[config.mk]
export PLATFORM = sky130hd
export DESIGN_NAME = dijkstra_ci_frontend
export DESIGN_NICKNAME = d
export VERILOG_FILES = /design/src/rtl/dijkstra_ci_frontend.sv
export SDC_FILE = /design/constraint.sdc
export NUM_CORES = 1
export LEC_CHECK = 0
export ABC_AREA = 0
export CAP_MARGIN = 20
export CORE_AREA = 4 4 160 162
export CTS_CLUSTER_SIZE = 20
export DETAILED_ROUTE_END_ITERATION = 7
export DIE_AREA = 0 0 164 166
export PLACE_DENSITY = 0.74
export SLEW_MARGIN = 5
export SYNTH_ARGS = -nofsm -noshare
export SYNTH_HDL_FRONTEND = slang
export SYNTH_SLANG_ARGS = --single-unit
[constraint.sdc]
create_clock -name clock -period 6.6 [get_ports clock]
set_clock_uncertainty 0.1 [all_clocks]
set_input_delay 1.98 -clock clock [delete_from_list [all_inputs] [get_ports clock]]
set_output_delay 1.98 -clock clock [all_outputs]
set_load 0.02 [all_outputs]
[src/rtl/dijkstra_ci_frontend.sv]
// Nios II custom-instruction and Avalon-MM slave front end for the Dijkstra core.
// One edge cache is shared between CI edge ops, slave (DMA) edge accesses and
// the running core. The front end sequences the core, aborts a run that
// exceeds TIMEOUT_CYCLES and exposes status/IRQ control registers.
module dijkstra_ci_frontend #(
   parameter int INDEX_WIDTH    = 10,
   parameter int VALUE_WIDTH    = 32,
   parameter int NODE_ADDR_BITS = 7,
   parameter int TIMEOUT_CYCLES = 65535
) (
   input  logic                   clock,
   input  logic                   reset,
   // Custom-instruction port
   input  logic                   start,
   input  logic                   clock_enable,
   input  logic [3:0]             select_n,
   input  logic [31:0]            dataa,
   input  logic [31:0]            datab,
   output logic [31:0]            result,
   output logic                   ready,
   // Avalon-MM slave
   input  logic [15:0]            slave_address,
   input  logic                   slave_read,
   input  logic                   slave_write,
   input  logic [31:0]            slave_writedata,
   output logic [31:0]            slave_readdata,
   output logic                   slave_waitrequest,
   output logic                   interrupt_sender_irq,
   // Edge cache
   output logic [INDEX_WIDTH-1:0] ec_from,
   output logic [INDEX_WIDTH-1:0] ec_to,
   output logic                   ec_read,
   output logic                   ec_write,
   output logic [VALUE_WIDTH-1:0] ec_write_data,
   input  logic [VALUE_WIDTH-1:0] ec_read_data,
   input  logic                   ec_ready,
   // Dijkstra core
   output logic                   dj_start,
   output logic                   dj_enable,
   output logic [31:0]            dj_dataa,
   output logic [31:0]            dj_datab,
   input  logic                   dj_ec_query,
   input  logic [INDEX_WIDTH-1:0] dj_ec_from,
   input  logic [INDEX_WIDTH-1:0] dj_ec_to,
   input  logic                   dj_ready,
   input  logic [31:0]            dj_distance,
   output logic [INDEX_WIDTH-1:0] dj_pv_addr,
   input  logic [INDEX_WIDTH-1:0] dj_pv_data
);

   localparam int TIMER_WIDTH = $clog2(TIMEOUT_CYCLES + 1);

   localparam logic [3:0]  OP_WR_EDGE   = 4'd0;
   localparam logic [3:0]  OP_RD_EDGE   = 4'd1;
   localparam logic [3:0]  OP_RUN       = 4'd2;
   localparam logic [3:0]  OP_RD_PREV   = 4'd3;
   localparam logic [3:0]  OP_RD_STATUS = 4'd4;

   localparam logic [15:0] CSR_STATUS   = 16'h8000;
   localparam logic [15:0] CSR_IRQ_EN   = 16'h8001;

   typedef enum logic [2:0] {
      S_IDLE,
      S_SLV,
      S_CI_EC,
      S_RUN,
      S_DONE
   } state_t;

   state_t                    state;
   state_t                    next_state;

   logic [3:0]                op_q;
   logic [31:0]               dataa_q;
   logic [31:0]               datab_q;
   logic [NODE_ADDR_BITS-1:0] slv_from_q;
   logic [NODE_ADDR_BITS-1:0] slv_to_q;
   logic [VALUE_WIDTH-1:0]    slv_wdata_q;
   logic                      slv_write_q;
   logic [TIMER_WIDTH-1:0]    timer_q;
   logic                      irq_en_q;
   logic                      irq_pending_q;
   logic                      timeout_q;

   logic                      slave_access;
   logic                      csr_wr_en;
   logic                      busy;
   logic                      timer_expired;
   logic [31:0]               status_word;
   logic [31:0]               csr_rdata;

   assign slave_access         = slave_read | slave_write;
   assign busy                 = (state != S_IDLE);
   assign timer_expired        = (timer_q == TIMER_WIDTH'(TIMEOUT_CYCLES));
   assign status_word          = {29'b0, timeout_q, busy, irq_pending_q};
   assign csr_rdata            = (slave_address == CSR_STATUS) ? status_word :
                                 (slave_address == CSR_IRQ_EN) ? {31'b0, irq_en_q} : 32'h0;
   assign interrupt_sender_irq = irq_pending_q & irq_en_q;
   assign dj_enable            = (state == S_RUN);
   assign dj_dataa             = dataa_q;
   assign dj_datab             = datab_q;
   assign dj_pv_addr           = dataa_q[INDEX_WIDTH-1:0];

   // State register.
   always_ff @(posedge clock) begin
      // NOTE: sequential state is updated with non-blocking assignments so every
      // flop samples the pre-edge value of every other flop, as hardware does.
      if (reset) state <= S_IDLE;
      else       state <= next_state;
   end

   // Next-state, edge-cache mux, slave handshake and CSR decode.
   always_comb begin
      // NOTE: every output of this block gets a default first; any path that
      // left one unassigned would infer a latch.
      next_state        = state;
      ec_from           = '0;
      ec_to             = '0;
      ec_read           = 1'b0;
      ec_write          = 1'b0;
      ec_write_data     = '0;
      slave_waitrequest = 1'b0;
      slave_readdata    = 32'h0;
      csr_wr_en         = 1'b0;

      case (state)
         S_IDLE: begin
            if (start) begin
               // The CI always wins; a concurrent slave access waits its turn.
               slave_waitrequest = slave_access;
               case (select_n)
                  OP_WR_EDGE, OP_RD_EDGE: next_state = S_CI_EC;
                  OP_RUN:                 next_state = S_RUN;
                  default:                next_state = S_DONE;
               endcase
            end else if (slave_access && slave_address[15]) begin
               // Control registers answer with zero wait states while idle.
               slave_readdata = csr_rdata;
               csr_wr_en      = slave_write;
            end else if (slave_access) begin
               slave_waitrequest = 1'b1;
               next_state        = S_SLV;
            end
         end

         S_SLV: begin
            ec_from           = INDEX_WIDTH'(slv_from_q);
            ec_to             = INDEX_WIDTH'(slv_to_q);
            ec_read           = ~slv_write_q;
            ec_write          = slv_write_q;
            ec_write_data     = slv_wdata_q;
            // The transfer completes in the cycle the cache reports done.
            slave_waitrequest = ~ec_ready;
            if (ec_ready) begin
               slave_readdata = 32'(ec_read_data);
               next_state     = S_IDLE;
            end
         end

         S_CI_EC: begin
            ec_from           = dataa_q[INDEX_WIDTH-1:0];
            ec_to             = dataa_q[16 +: INDEX_WIDTH];
            ec_read           = (op_q == OP_RD_EDGE);
            ec_write          = (op_q == OP_WR_EDGE);
            ec_write_data     = datab_q[VALUE_WIDTH-1:0];
            slave_waitrequest = slave_access;
            if (ec_ready) next_state = S_DONE;
         end

         S_RUN: begin
            // The core owns the cache for the whole run.
            ec_from           = dj_ec_from;
            ec_to             = dj_ec_to;
            ec_read           = dj_ec_query;
            slave_waitrequest = slave_access;
            if (dj_ready || timer_expired) next_state = S_DONE;
         end

         S_DONE: begin
            slave_waitrequest = slave_access;
            if (clock_enable) next_state = S_IDLE;
         end

         default: next_state = S_IDLE;
      endcase
   end

   // Operand latches, run timer, CI result/ready and status/IRQ registers.
   always_ff @(posedge clock) begin
      // NOTE: only control and status flops need a reset value; operand and
      // address latches are reset too so a fresh run never sees stale data.
      if (reset) begin
         result        <= 32'h0;
         ready         <= 1'b0;
         dj_start      <= 1'b0;
         op_q          <= 4'd0;
         dataa_q       <= 32'h0;
         datab_q       <= 32'h0;
         slv_from_q    <= '0;
         slv_to_q      <= '0;
         slv_wdata_q   <= '0;
         slv_write_q   <= 1'b0;
         timer_q       <= '0;
         irq_en_q      <= 1'b0;
         irq_pending_q <= 1'b0;
         timeout_q     <= 1'b0;
      end else begin
         ready    <= 1'b0;
         dj_start <= 1'b0;

         if (csr_wr_en) begin
            if (slave_address == CSR_STATUS && slave_writedata[0]) begin
               irq_pending_q <= 1'b0;
               timeout_q     <= 1'b0;
            end
            if (slave_address == CSR_IRQ_EN) irq_en_q <= slave_writedata[0];
         end

         case (state)
            S_IDLE: begin
               if (start) begin
                  op_q     <= select_n;
                  dataa_q  <= dataa;
                  datab_q  <= datab;
                  timer_q  <= '0;
                  dj_start <= (select_n == OP_RUN);
               end else if (slave_access && !slave_address[15]) begin
                  slv_from_q  <= slave_address[NODE_ADDR_BITS-1:0];
                  slv_to_q    <= slave_address[2*NODE_ADDR_BITS-1:NODE_ADDR_BITS];
                  slv_wdata_q <= slave_writedata[VALUE_WIDTH-1:0];
                  slv_write_q <= slave_write;
               end
            end

            S_CI_EC: begin
               if (ec_ready)
                  result <= (op_q == OP_RD_EDGE) ? 32'(ec_read_data) : 32'h0000BEEF;
            end

            S_RUN: begin
               timer_q <= timer_q + TIMER_WIDTH'(1);
               // A completion in the expiry cycle is reported as a completion.
               // Setting pending here also overrides any clear in the same cycle.
               if (dj_ready) begin
                  result        <= dj_distance;
                  irq_pending_q <= 1'b1;
               end else if (timer_expired) begin
                  result        <= 32'hFFFFFFFF;
                  timeout_q     <= 1'b1;
                  irq_pending_q <= 1'b1;
               end
            end

            S_DONE: begin
               if (clock_enable) begin
                  ready <= 1'b1;
                  case (op_q)
                     OP_WR_EDGE, OP_RD_EDGE, OP_RUN: ;
                     OP_RD_PREV:   result <= 32'(dj_pv_data);
                     OP_RD_STATUS: result <= status_word;
                     default:      result <= 32'hDEADBEEF;
                  endcase
               end
            end

            default: ;
         endcase
      end
   end

endmodule

==> results.md <==
* Run status: finished clean
* Detail Route Antenna Nets at 0
* Min Clock Period, post-route at 6.37 ns
* Synth Area per Inst at 7.75 sq um
* Clock sinks at 171
* Fraction of the cycle the final worst path needs at 96.5%
* Via total after detailed routing at 9272
* Wire length after detailed routing at 35000 um
* Start of the worst register-to-register path: state[2]$_SDFFE_PP0P_
* Flop pwr share at 37.5%
* Overall overflow remaining after global route at 0
* Top Ports at 416
* Worst Setup End Kind: output port
* Post_cts resized at 0
* Net switching power figure at 1.13 mW
* Dominant cell type by count on the critical path: clkdlybuf4s50_1
* Final number of max-transition violations at 0
* RSZ-0062 raised after global routing: false
* Synth Cell Area at 0.00825 sq mm
* Synthesized instance count at 1065
* CP delay by family, top: buffers and inverters
* Post-synthesis register bit count at 171
* Worst EP required at 4.52 ns
* Fraction of the yosys area taken by sequential cells at 41.5%
* # Post-CTS Setup Buffers at 0
* Sum of buffers and inverters on the critical path at 2
* Reg2reg setup slack at 3.05 ns
* Proportion of total power due to net switching at 35.4%
* Depth of the most critical reg-to-reg path at 9
* Cell types with the largest area share after synthesis: dfxtp_1, nand2_1, a21oi_1
* Cell Count, Final, Fillers Out at 1757
* Number of antenna violations at the first check in global routing at 3
* Initial DRC count at 682
* Area of all placed cells without fillers at 0.0131 sq mm
* Number of cells on the worst hold path at 2
* Syn nets at 1285
* Core Area at 0.0241 sq mm
* Pwr/cell area at 243 mW/mm^2
* Number of nets in the layout at 1638
* Maximum number of buffers from clock root to sink at 2
* Post-synth EDFFs at 0
* Pre-CTS setup slack at 0.203 ns
* Overall die area at 0.0272 sq mm
* Number of core rows at 57
* Synthesis warning total at 0
* Data arrival time at the worst-slack endpoint at 4.29 ns
* Hold endpoint: slv_to_q[2]$_SDFFE_PP0P_
* Root buffer cell: clkbuf_16
* Global-route usage over all layers at 24.6%
* Pleak at 4.57 nW
* Number of library cell types mapped by synthesis at 65
* MaxCap Viol Count at 0
* Nature of the critical path startpoint: input port
* Max H-tree Level at 4
* Post-synth top flop: dfxtp_1
* Number of input and output port buffers inserted at 415
* Fraction of layout instances using a drive strength above 1 at 6.99%
* DRC violation count after routing at 0
* Crit. Startpoint: slave_address[12]
* First-pass GRT wire length at 52600 um
* Top cell type by total area after synthesis: dfxtp_1
* Peak supply drop at 130 uV
* Hold Startpoint: slv_to_q[2]$_SDFFE_PP0P_
* Maximum number of pins on one net before global-route repair at 114
* WL/cell at 19.9 um
* Portion of total power attributed to the clock network at 31.6%
* CTS tree: done
* Fraction of post-synthesis cell area in the top cell type by area at 41.5%
* Class of the worst hold path: reg2reg
* Largest stage delay on the critical path at 0.63 ns
* Part of the total power dissipated in combinational logic at 30.8%
* Capture instance of the worst register-to-register path: result[12]$_SDFFE_PP0P_
* Cells along the critical path: clkdlybuf4s50_1 > nor4_1 > and4_1 > nand3b_1 > o21ai_0 > clkdlybuf4s50_1
* Worst slew slack as a fraction of its limit at 29.5%
* Die width at 164 um
* Via-to-Cell Ratio at 5.28
* Area Growth Syn to Fin at 59.2%
* Slowest CP cell: clkdlybuf4s50_1
* Placed Cells at 1723
* Fin Setup TNS at 0 ns
* HPWL after detailed placement at 25600 um
* Clock latency of the later-clocked register in the worst-skew pair at 0.42 ns
* Clock transition time at the flip-flop clock pins of the worst setup and hold paths at 0.07 ns
* Clock buffer count from CTS at 17
* First-pass iteration count of the detailed router at 6
* Final Hold Violating Endpoints at 0
* Floorplan die height at 166 um
* Cell Int Power at 2.06 mW
* Starting Density at 34.2%
* Post-route setup slack at 0.230 ns
* Vias in the first global route at 9242
* Post-placement cell area at 0.0125 sq mm
* Worst-path fanout max at 2
* # setup viols final at 0
* Hold bufs inserted after CTS at 0
* Fmax at 0.157 GHz
* Proportion of synthesized flip-flops having asynchronous set or reset at 0%
* Worst Max-Slew Pin Slew at 1.05 ns
* Kind of critical path: in2out
* Routability cong. at 0.867
==> final cells by class <==
class                   instances  area [sq um]
fillers                      2323         11000
multi-input cells             784          4350
repair buffers                434          4320
flip-flops and latches        171          3420
clock buffers                  17           425
well taps                     324           405
clock inverters                15           173
inverters                      10          37.5
diodes                          2          5.00
==> layout by cell type, fill, tap and decap left out, types with 5 or more instances in the layout <==
master / count
a211oi_2: 5
a21oi_1: 145
a22o_1: 38
a311oi_2: 22
and3_1: 36
buf_4: 18
clkbuf_16: 17
clkdlybuf4s50_1: 414
clkinv_8: 5
dfxtp_1: 170
inv_1: 9
mux2i_1: 20
nand2_1: 268
nand3_1: 27
nand4_1: 8
nor2_1: 96
nor3_1: 8
nor4_1: 5
o211ai_1: 8
o21ai_0: 28
==> synth_stat cells (3+ instances only) <==
master / instances
a31oi_1: 3
a221oi_1: 3
nor3b_1: 4
nand2b_1: 3
nand2_1: 268
nand4_1: 8
a211o_1: 3
o211ai_1: 8
a22o_1: 38
nor3_1: 9
nand3_1: 27
buf_4: 12
nor4b_1: 3
clkbuf_1: 59
and3_1: 36
a21oi_1: 145
buf_1: 9
mux2i_1: 20
dfxtp_1: 171
nor2_1: 97
inv_1: 9
buf_2: 16
nor4_1: 5
buf_6: 4
o221ai_1: 3
a211oi_2: 5
a311oi_2: 22
o21ai_0: 28
==> per-layer routing <==
metal  global-route usage, %  up-vias  part of all wire [%]
met1                    27.9     4381                    39
li1                        -     4425                     -
met4                    9.08        2                   3.0
met3                    8.89       48                   9.4
met2                    42.0      416                    49
met5                       0        -                 0.037
==> worst register-to-register path, cell delays in order, from the launching register on <==
cell      delay [ns]
dfxtp_1         0.66
buf_4           0.37
nand3b_1        0.14
buf_4           0.41
inv_1           0.33
buf_4           0.36
nand2_1         0.19
and3_1          0.51
buf_16          0.22
a311oi_2        0.10
==> kinds of logic after synthesis <==
family                     count (synthesis)  synth area share, %
adders and majority gates                  1                0.152
muxes                                     22                 2.70
buffers and inverters                    110                 6.16
AOI/OAI and AO/OA                        282                 23.9
and+or+nand+nor                          479                 25.6
DFF                                      171                 41.5
==> how the worst max path moves through the flow <==
stage                   endpoint  slack (ns)  cells past startpoint
2_1_floorplan  slave_readdata[0]        1.38                      4
3_3_place_gp   slave_readdata[0]        0.26                      6
3_5_place_dp   slave_readdata[0]        0.20                      6
4_1_cts        slave_readdata[0]        0.21                      6
5_1_grt        slave_readdata[0]        0.13                      6
6_report       slave_readdata[0]        0.23                      6
==> power by group through the flow <==
stage	combinational (mW)	clock [mW]	sequential, mW
finish	0.984	1.01	1.20
global route	1.05	1.08	1.21
CTS	0.988	1.03	1.20
detailed placement	0.986	0	1.22
global placement	0.975	0	1.22
floorplan	0.445	0	1.28
==> flip-flops by register name, summed over array words and instances (netlist names), 4 cells and up <==
signal	flops
slv_to_q	7
slv_from_q	7
dj_dataa	32
result	32
timer_q	16
op_q	4
dj_datab	32
slv_wdata_q	32
==> stage by stage <==
step / power, mW / hold WS (ns) / util (%)
after global placement: 2.19 / 0.341 / 51.9
after detailed placement: 2.21 / 0.346 / 52.0
final: 3.19 / 0.356 / 54.5
after global routing: 3.34 / 0.375 / 54.5
after CTS: 3.22 / 0.356 / 54.5
after floorplan: 1.73 / 0.336 / -
Note: power is estimated with default switching activity, not from simulation.
